`config.mk`:
```
export PLATFORM = sky130hd
export DESIGN_NAME = sequencer
export DESIGN_NICKNAME = d
export VERILOG_FILES = /design/src/rtl/seq_pkg.sv /design/src/rtl/sequencer.sv
export SDC_FILE = /design/constraint.sdc
export NUM_CORES = 1
export LEC_CHECK = 0
export ABC_CLOCK_PERIOD_IN_PS = 1300
export BUFFER_PORTS_ARGS = -buffer_cell sky130_fd_sc_hd__buf_2
export CAP_MARGIN = 15
export CORE_AREA = 5 5 49 67
export CTS_CLUSTER_DIAMETER = 50
export DETAILED_ROUTE_END_ITERATION = 6
export DIE_AREA = 0 0 54 72
export HOLD_SLACK_MARGIN = 0.12
export PLACE_DENSITY = 0.74
export SYNTH_ARGS = -nofsm -noshare
export SYNTH_HDL_FRONTEND = slang
export SYNTH_SLANG_ARGS = --single-unit
export TNS_END_PERCENT = 50
```
`constraint.sdc`:
```
create_clock -name clk -period 1.3 [get_ports clk]
set_clock_uncertainty 0.1 [all_clocks]
set_input_delay 0 -clock clk [delete_from_list [all_inputs] [get_ports clk]]
set_output_delay 0 -clock clk [all_outputs]
set_load 0.01 [all_outputs]
```
`src/rtl/seq_pkg.sv`:
```
// Shared types for the instruction sequencer: control word, state encoding,
// opcode values and the idle control word.
package seq_pkg;

   typedef enum logic [1:0] {
      REG_OP_NONE     = 2'd0,
      REG_OP_READ     = 2'd1,
      REG_OP_WRITE    = 2'd2,
      REG_OP_SWRITENC = 2'd3
   } reg_op_t;

   typedef enum logic [1:0] {
      MEMALU_OP_ADD    = 2'd0,
      MEMALU_OP_INCR   = 2'd1,
      MEMALU_OP_OFFSET = 2'd2
   } memalu_op_t;

   typedef struct packed {
      reg_op_t    ir_low;
      reg_op_t    ir_high;
      reg_op_t    acc_low;
      reg_op_t    acc_high;
      reg_op_t    temp_register;
      reg_op_t    pc;
      reg_op_t    mp16;
      reg_op_t    swap_register;
      reg_op_t    alu_data;
      reg_op_t    alu_mem;
      memalu_op_t alu_mem_mode;
      logic       overflow_read;
      logic       zero_read;
      logic       mp8_low;
      logic       mp8_high;
      logic       address_read;
      logic       data_in;
      logic       data_out;
      logic       mem_enable;
   } ctrl_t;

   typedef enum logic [4:0] {
      FETCH_A = 5'd0,  FETCH_C = 5'd1,  INCPC_A = 5'd2,  INCPC_B = 5'd3,
      AST_L   = 5'd4,  AST_H   = 5'd5,  MST_L   = 5'd6,  MST_H   = 5'd7,
      OPER_A  = 5'd8,  OPER_B  = 5'd9,  LOD_A   = 5'd10, LOD_B   = 5'd11,
      LOD_C   = 5'd12, STO_A   = 5'd13, STO_B   = 5'd14, STO_C   = 5'd15,
      SWP_A   = 5'd16, SWP_B   = 5'd17, SWP_C   = 5'd18, MADD_A  = 5'd19,
      MADD_B  = 5'd20, JMP_A   = 5'd21, JMP_B   = 5'd22, HALT    = 5'd23
   } state_t;

   localparam logic [3:0] OP_ASTL = 4'h0;
   localparam logic [3:0] OP_ASTH = 4'h1;
   localparam logic [3:0] OP_MSTL = 4'h2;
   localparam logic [3:0] OP_MSTH = 4'h3;
   localparam logic [3:0] OP_OPER = 4'h4;
   localparam logic [3:0] OP_JMP  = 4'h6;
   localparam logic [3:0] OP_JMZ  = 4'h7;
   localparam logic [3:0] OP_JMO  = 4'h8;
   localparam logic [3:0] OP_LOD  = 4'h9;
   localparam logic [3:0] OP_STO  = 4'hA;
   localparam logic [3:0] OP_SWP  = 4'hB;
   localparam logic [3:0] OP_MADD = 4'hC;
   localparam logic [3:0] OP_HLT  = 4'hF;

   function automatic ctrl_t ctrl_idle();
      ctrl_t c;
      c = '0;
      c.alu_mem_mode = MEMALU_OP_ADD;
      return c;
   endfunction

endpackage

```
`src/rtl/sequencer.sv`:
```
// Microcoded control sequencer: fetch, decode and per-opcode control steps.
// Optional retired-instruction counter enabled by defining SEQ_RETIRE_CNT_EN.
module sequencer
   import seq_pkg::*;
#(
   parameter int OPCODE_W = 4,
   parameter int CNT_W    = 16
) (
   input  logic                clk,
   input  logic                reset,
   input  logic [OPCODE_W-1:0] instruction,
   input  logic                overflow,
   input  logic                zero,
   input  logic                mem_ready,
   output ctrl_t               ctrl,
   output logic                halted,
   output logic                illegal
`ifdef SEQ_RETIRE_CNT_EN
   ,
   output logic [CNT_W-1:0]    retired
`endif
);

   state_t     r_state;
   state_t     w_next;
   logic       r_illegal;
   logic       w_illegal;
   logic [3:0] w_op;
   logic       w_hi_nz;
   ctrl_t      w_ctrl;

   assign w_op    = instruction[3:0];
   assign w_hi_nz = (instruction >> 4) != '0;

   always_comb begin
      w_next    = r_state;
      w_illegal = 1'b0;
      case (r_state)
         FETCH_A: w_next = FETCH_C;
         FETCH_C: if (mem_ready) w_next = INCPC_A; else w_next = FETCH_C;
         INCPC_A: w_next = INCPC_B;
         INCPC_B: begin
            if (w_hi_nz) begin
               w_next    = FETCH_A;
               w_illegal = 1'b1;
            end else begin
               case (w_op)
                  OP_ASTL: w_next = AST_L;
                  OP_ASTH: w_next = AST_H;
                  OP_MSTL: w_next = MST_L;
                  OP_MSTH: w_next = MST_H;
                  OP_OPER: w_next = OPER_A;
                  OP_JMP:  w_next = JMP_A;
                  OP_JMZ:  if (zero) w_next = JMP_A; else w_next = FETCH_A;
                  OP_JMO:  if (overflow) w_next = JMP_A; else w_next = FETCH_A;
                  OP_LOD:  w_next = LOD_A;
                  OP_STO:  w_next = STO_A;
                  OP_SWP:  w_next = SWP_A;
                  OP_MADD: w_next = MADD_A;
                  OP_HLT:  w_next = HALT;
                  default: begin
                     w_next    = FETCH_A;
                     w_illegal = 1'b1;
                  end
               endcase
            end
         end
         OPER_A:  w_next = OPER_B;
         LOD_A:   w_next = LOD_B;
         LOD_B:   w_next = LOD_C;
         LOD_C:   if (mem_ready) w_next = FETCH_A; else w_next = LOD_C;
         STO_A:   w_next = STO_B;
         STO_B:   w_next = STO_C;
         STO_C:   if (mem_ready) w_next = FETCH_A; else w_next = STO_C;
         SWP_A:   w_next = SWP_B;
         SWP_B:   w_next = SWP_C;
         MADD_A:  w_next = MADD_B;
         JMP_A:   w_next = JMP_B;
         HALT:    w_next = HALT;
         default: w_next = FETCH_A;
      endcase
   end

   // The illegal flag is registered so it pulses in the cycle after decode.
   always_ff @(posedge clk) begin
      if (reset) begin
         r_state   <= FETCH_A;
         r_illegal <= 1'b0;
      end else begin
         r_state   <= w_next;
         r_illegal <= w_illegal;
      end
   end

   always_comb begin
      w_ctrl = ctrl_idle();
      case (r_state)
         FETCH_A: begin
            w_ctrl.pc           = REG_OP_WRITE;
            w_ctrl.address_read = 1'b1;
         end
         FETCH_C: begin
            w_ctrl.data_in    = 1'b1;
            w_ctrl.mem_enable = 1'b1;
            w_ctrl.ir_low     = REG_OP_READ;
            w_ctrl.ir_high    = REG_OP_READ;
         end
         INCPC_A: begin
            w_ctrl.pc           = REG_OP_WRITE;
            w_ctrl.alu_mem      = REG_OP_READ;
            w_ctrl.alu_mem_mode = MEMALU_OP_INCR;
         end
         INCPC_B: begin
            w_ctrl.alu_mem      = REG_OP_WRITE;
            w_ctrl.alu_mem_mode = MEMALU_OP_INCR;
            w_ctrl.pc           = REG_OP_READ;
         end
         AST_L: begin
            w_ctrl.ir_low  = REG_OP_WRITE;
            w_ctrl.acc_low = REG_OP_READ;
         end
         AST_H: begin
            w_ctrl.ir_low   = REG_OP_WRITE;
            w_ctrl.acc_high = REG_OP_READ;
         end
         MST_L, MST_H: begin
            w_ctrl.acc_low  = REG_OP_WRITE;
            w_ctrl.acc_high = REG_OP_WRITE;
            w_ctrl.mp8_low  = (r_state == MST_L);
            w_ctrl.mp8_high = (r_state == MST_H);
         end
         OPER_A: begin
            w_ctrl.acc_low  = REG_OP_WRITE;
            w_ctrl.acc_high = REG_OP_WRITE;
            w_ctrl.alu_data = REG_OP_READ;
         end
         OPER_B: begin
            w_ctrl.alu_data      = REG_OP_WRITE;
            w_ctrl.acc_low       = REG_OP_READ;
            w_ctrl.acc_high      = REG_OP_READ;
            w_ctrl.overflow_read = 1'b1;
            w_ctrl.zero_read     = 1'b1;
         end
         LOD_A, STO_A: begin
            w_ctrl.ir_low       = REG_OP_SWRITENC;
            w_ctrl.mp16         = REG_OP_WRITE;
            w_ctrl.alu_mem      = REG_OP_READ;
            w_ctrl.alu_mem_mode = MEMALU_OP_OFFSET;
         end
         LOD_B, STO_B: begin
            w_ctrl.alu_mem      = REG_OP_WRITE;
            w_ctrl.address_read = 1'b1;
         end
         LOD_C: begin
            w_ctrl.data_in    = 1'b1;
            w_ctrl.mem_enable = 1'b1;
            w_ctrl.acc_low    = REG_OP_READ;
            w_ctrl.acc_high   = REG_OP_READ;
         end
         STO_C: begin
            w_ctrl.data_out   = 1'b1;
            w_ctrl.mem_enable = 1'b1;
            w_ctrl.acc_low    = REG_OP_WRITE;
            w_ctrl.acc_high   = REG_OP_WRITE;
         end
         SWP_A: begin
            w_ctrl.temp_register = REG_OP_WRITE;
            w_ctrl.swap_register = REG_OP_READ;
         end
         SWP_B: begin
            w_ctrl.acc_low       = REG_OP_WRITE;
            w_ctrl.acc_high      = REG_OP_WRITE;
            w_ctrl.temp_register = REG_OP_READ;
         end
         SWP_C: begin
            w_ctrl.swap_register = REG_OP_WRITE;
            w_ctrl.acc_low       = REG_OP_READ;
            w_ctrl.acc_high      = REG_OP_READ;
         end
         MADD_A: begin
            w_ctrl.acc_low  = REG_OP_WRITE;
            w_ctrl.acc_high = REG_OP_WRITE;
            w_ctrl.mp16     = REG_OP_WRITE;
            w_ctrl.alu_mem  = REG_OP_READ;
         end
         MADD_B: begin
            w_ctrl.alu_mem = REG_OP_WRITE;
            w_ctrl.mp16    = REG_OP_READ;
         end
         JMP_A: begin
            w_ctrl.acc_low      = REG_OP_WRITE;
            w_ctrl.acc_high     = REG_OP_WRITE;
            w_ctrl.pc           = REG_OP_WRITE;
            w_ctrl.alu_mem      = REG_OP_READ;
            w_ctrl.alu_mem_mode = MEMALU_OP_OFFSET;
         end
         JMP_B: begin
            w_ctrl.alu_mem      = REG_OP_WRITE;
            w_ctrl.alu_mem_mode = MEMALU_OP_OFFSET;
            w_ctrl.pc           = REG_OP_READ;
         end
         default: w_ctrl = ctrl_idle();
      endcase
   end

   assign ctrl    = w_ctrl;
   assign halted  = (r_state == HALT);
   assign illegal = r_illegal;

`ifdef SEQ_RETIRE_CNT_EN
   logic             w_retire;
   logic [CNT_W-1:0] r_retired;

   // Every path back to FETCH_A ends an instruction; entering HALT ends HLT.
   assign w_retire = (w_next == FETCH_A) || ((w_next == HALT) && (r_state != HALT));

   always_ff @(posedge clk) begin
      if (reset) begin
         r_retired <= '0;
      end else if (w_retire) begin
         r_retired <= r_retired + CNT_W'(1);
      end else begin
         r_retired <= r_retired;
      end
   end

   assign retired = r_retired;
`endif

endmodule

```
==> results.txt <==
VDD IR max: 0.664 mV
Seq cells post-synth: 6
Starting density of the core: 42.6%
Synth Instances: 175
Psw: 0.000697 W
Synth warnings: 0
Final ANT Viol Nets: 0
Fraction of the mapped netlist area in compound gates: 34.0%
Top routing layer in use: met4
Placed cell area: 1570 µm²
Max stage delay on crit path: 0.37 ns
CTS clk-pin slew, worst paths: 0.05 ns
DR WL/cell: 19.9 µm
Io pins: 41
P per Cell Area: 703 nW/µm²
Final WL: 5890 µm
Int Power: 0.000862 W
GRT Total Usage: 26.0%
Violated checks: negative setup slack
DRT iter0 DRCs: 80
Post-Synth Simple-Gate Area: 43.4%
Vias per cell: 6.22
Met3 routed WL: 468 µm
Chip height: 72 µm
Placeable Area: 2620 µm²
FILL cells: 164
Initial antenna violation count: 0
Root buffer cell: clkbuf_4
Final Hold Viols: 0
Ys async rst share: 0%
Area contributors post-synth: dfxtp_1 11%, nor2_1 7.1%, o21ai_0 6.7%, a21oi_1 5.8%, buf_2 4.9%
CP Launch Type: flop
Number of remaining DRC errors: 0
Commonest non-fill, non-tap cell in the layout: buf_2
Clock latency at the later pin of the worst-skew pair: 0.25 ns
Max_cap viols: 0
Main combinational cell family by area after synthesis: simple AND/OR/NAND/NOR gates
Most frequent cells in the layout: 37 x buf_2, 30 x buf_4, 22 x buf_6
Row count: 22
Non-filler cells, final: 296
WL met1: 1960 µm
Diodes inserted: 0
Die ar.: 3890 µm²
Pin count of the biggest net entering global routing: 14
GPL Wtd Cong: 0.899
Clock Path Buffers: 2
CP arrival: 1.72 ns
Clock power share: 11.7%
Drt first pass iters: 5
CTS buffer count: 3
Synth Area in XOR/XNOR: 0.787%
CTS sink cnt: 6
Fin crit period: 1.68 ns
Crit path required time: 1.35 ns
RSZ-0062 raised after global routing: true
Worst hold path type: input port to flop
Net Sw Frac: 44.7%
Port Buffers: 39
Endpoint class of the critical path: flop
Status: finished, violations left
Worst Path Max Fanout: 7
Placed Cells incl. Taps: 268
Post-DP HPWL: 2910 µm
First-pass GRT wire length: 7670 µm
Slowest CP cell: dfxtp_4
Total Power: 0.00156 W
Syn nets: 184
Layout area overhead: 99.2%
Flop pwr share: 15.0%
Vias: 1842
Mux contribution to synthesized area: 0%
Die width: 54 µm
Logic pwr share: 73.3%
Synth cell types: 55
Cell area after synthesis: 1110 µm²
Register area share after synthesis: 10.8%
WL met2: 3150 µm
Max Clk Rate: 597 MHz
Yosys top cell by area: dfxtp_1
CP Cell Sequence: buf_6 -> or2_4 -> nor4_4 -> buf_4 -> o2111ai_2 -> a311oi_1
Type of the worst setup path: flop to flop
Final Max Tran Viols: 0
Leakage: 1.01 nW
Nets: 271
Synth Flop Type: dfxtp_1
Synthesized area per cell: 6.36 µm²
Adder-Cell Fraction of Synth Area: 0%
Fin Hold WS: 0.143 ns
CTS H-tree depth: 1
Final setup vio count: 35
Post-synth EDFFs: 0
Fraction of layout cells with a size suffix above 1: 60.0%
CTS tree: yes
Global route overflow: 0
Post-route cell area: 2220 µm²
Setup ws final: -0.376 ns
Top cell type's share of synthesized area: 10.8%
Number of global-route vias before repair: 1718
Final Cycle Share: 129%
==> cells by family after synthesis <==
| kind of cell | after synthesis |
|---|---|
| and+or+nand+nor | 85 |
| other | 1 |
| AOI/OAI and AO/OA | 58 |
| xor gates and xnor gates | 1 |
| buffers and inverters | 24 |
| DFF | 6 |
==> registers in the layout (all words and copies together) (netlist names) <==
signal,count
illegal,1
r_state,5
==> layout make-up <==
class	instances	area (µm²)	share of cell area [%]
flip-flops and latches	6	139	6.26
multi-input cells	145	1130	51.2
well taps	36	45.0	2.03
repair buffers	101	851	38.4
inverters	5	26.3	1.18
clock buffers	3	22.5	1.02
==> synth_stat cells (all sizes together), types with 2 or more instances <==
cell type / n
nor2: 21
buf: 16
o21ai: 16
a21oi: 13
nand2: 13
nor3: 11
dfxtp: 6
nand2b: 6
inv: 5
nor4: 5
a211oi: 4
nor2b: 4
a31oi: 3
and3b: 3
clkbuf: 3
nand3: 3
nand3b: 3
o22ai: 3
a211o: 2
a2bb2oi: 2
a311oi: 2
and2: 2
nor3b: 2
o22a: 2
o32ai: 2
or2: 2
or3b: 2
==> critical path: cells and delay by family, from the launching register on <==
kind | cells | cell delay [ns]
compound gates | 2 | 0.35
simple gates | 2 | 0.43
flops | 1 | 0.37
buf+inv | 2 | 0.31
==> through the flow <==
stage / util, % / setup slack [ns] / TNS (ns)
4_1_cts: 75.2 / -0.293 / -6.23
6_report: 84.8 / -0.376 / -8.41
5_1_grt: 84.8 / -0.457 / -10.55
3_3_place_gp: 59.9 / -0.270 / -2.98
3_5_place_dp: 59.9 / -0.317 / -3.35
2_1_floorplan: - / -0.0875 / -0.301
==> metal layers <==
metal / track usage (%) / vias to the layer above
met4: 17.5 / 0
met1: 25.4 / 869
met2: 47.8 / 118
met5: 0 / -
li1: - / 819
met3: 3.49 / 36
==> power groups by stage <==
stage,sequential (W),clock (W),combinational (W)
3_3_place_gp,0.000251,0,0.000689
6_report,0.000233,0.000182,0.00114
2_1_floorplan,0.000212,0,0.000477
3_5_place_dp,0.000252,0,0.000693
5_1_grt,0.000236,0.000193,0.00121
4_1_cts,0.000227,0.000181,0.000942
==> worst paths after layout <==
| path | endpoint | slack (ns) | cells past startpoint | from |
|---|---|---|---|---|
| worst max-delay path | r_state[2] | -0.38 | 6 | r_state[2] |
| worst min-delay path | r_state[2] | 0.14 | 5 | overflow |
| worst max register to register | r_state[2] | -0.38 | 6 | r_state[2] |
| worst min register to register | illegal | 0.60 | 2 | r_state[3] |
==> what timing repair did <==
action                                  4_1_cts  5_1_grt
resized for setup                            59       37
hold buffers                                  5        0
endpoints found under the setup margin       35       35
pin swaps                                    10       12
buffers inserted                              9        9
gates cloned                                  1        1
endpoints found under the hold margin         6        0
Power figures use the tool's default switching activity.
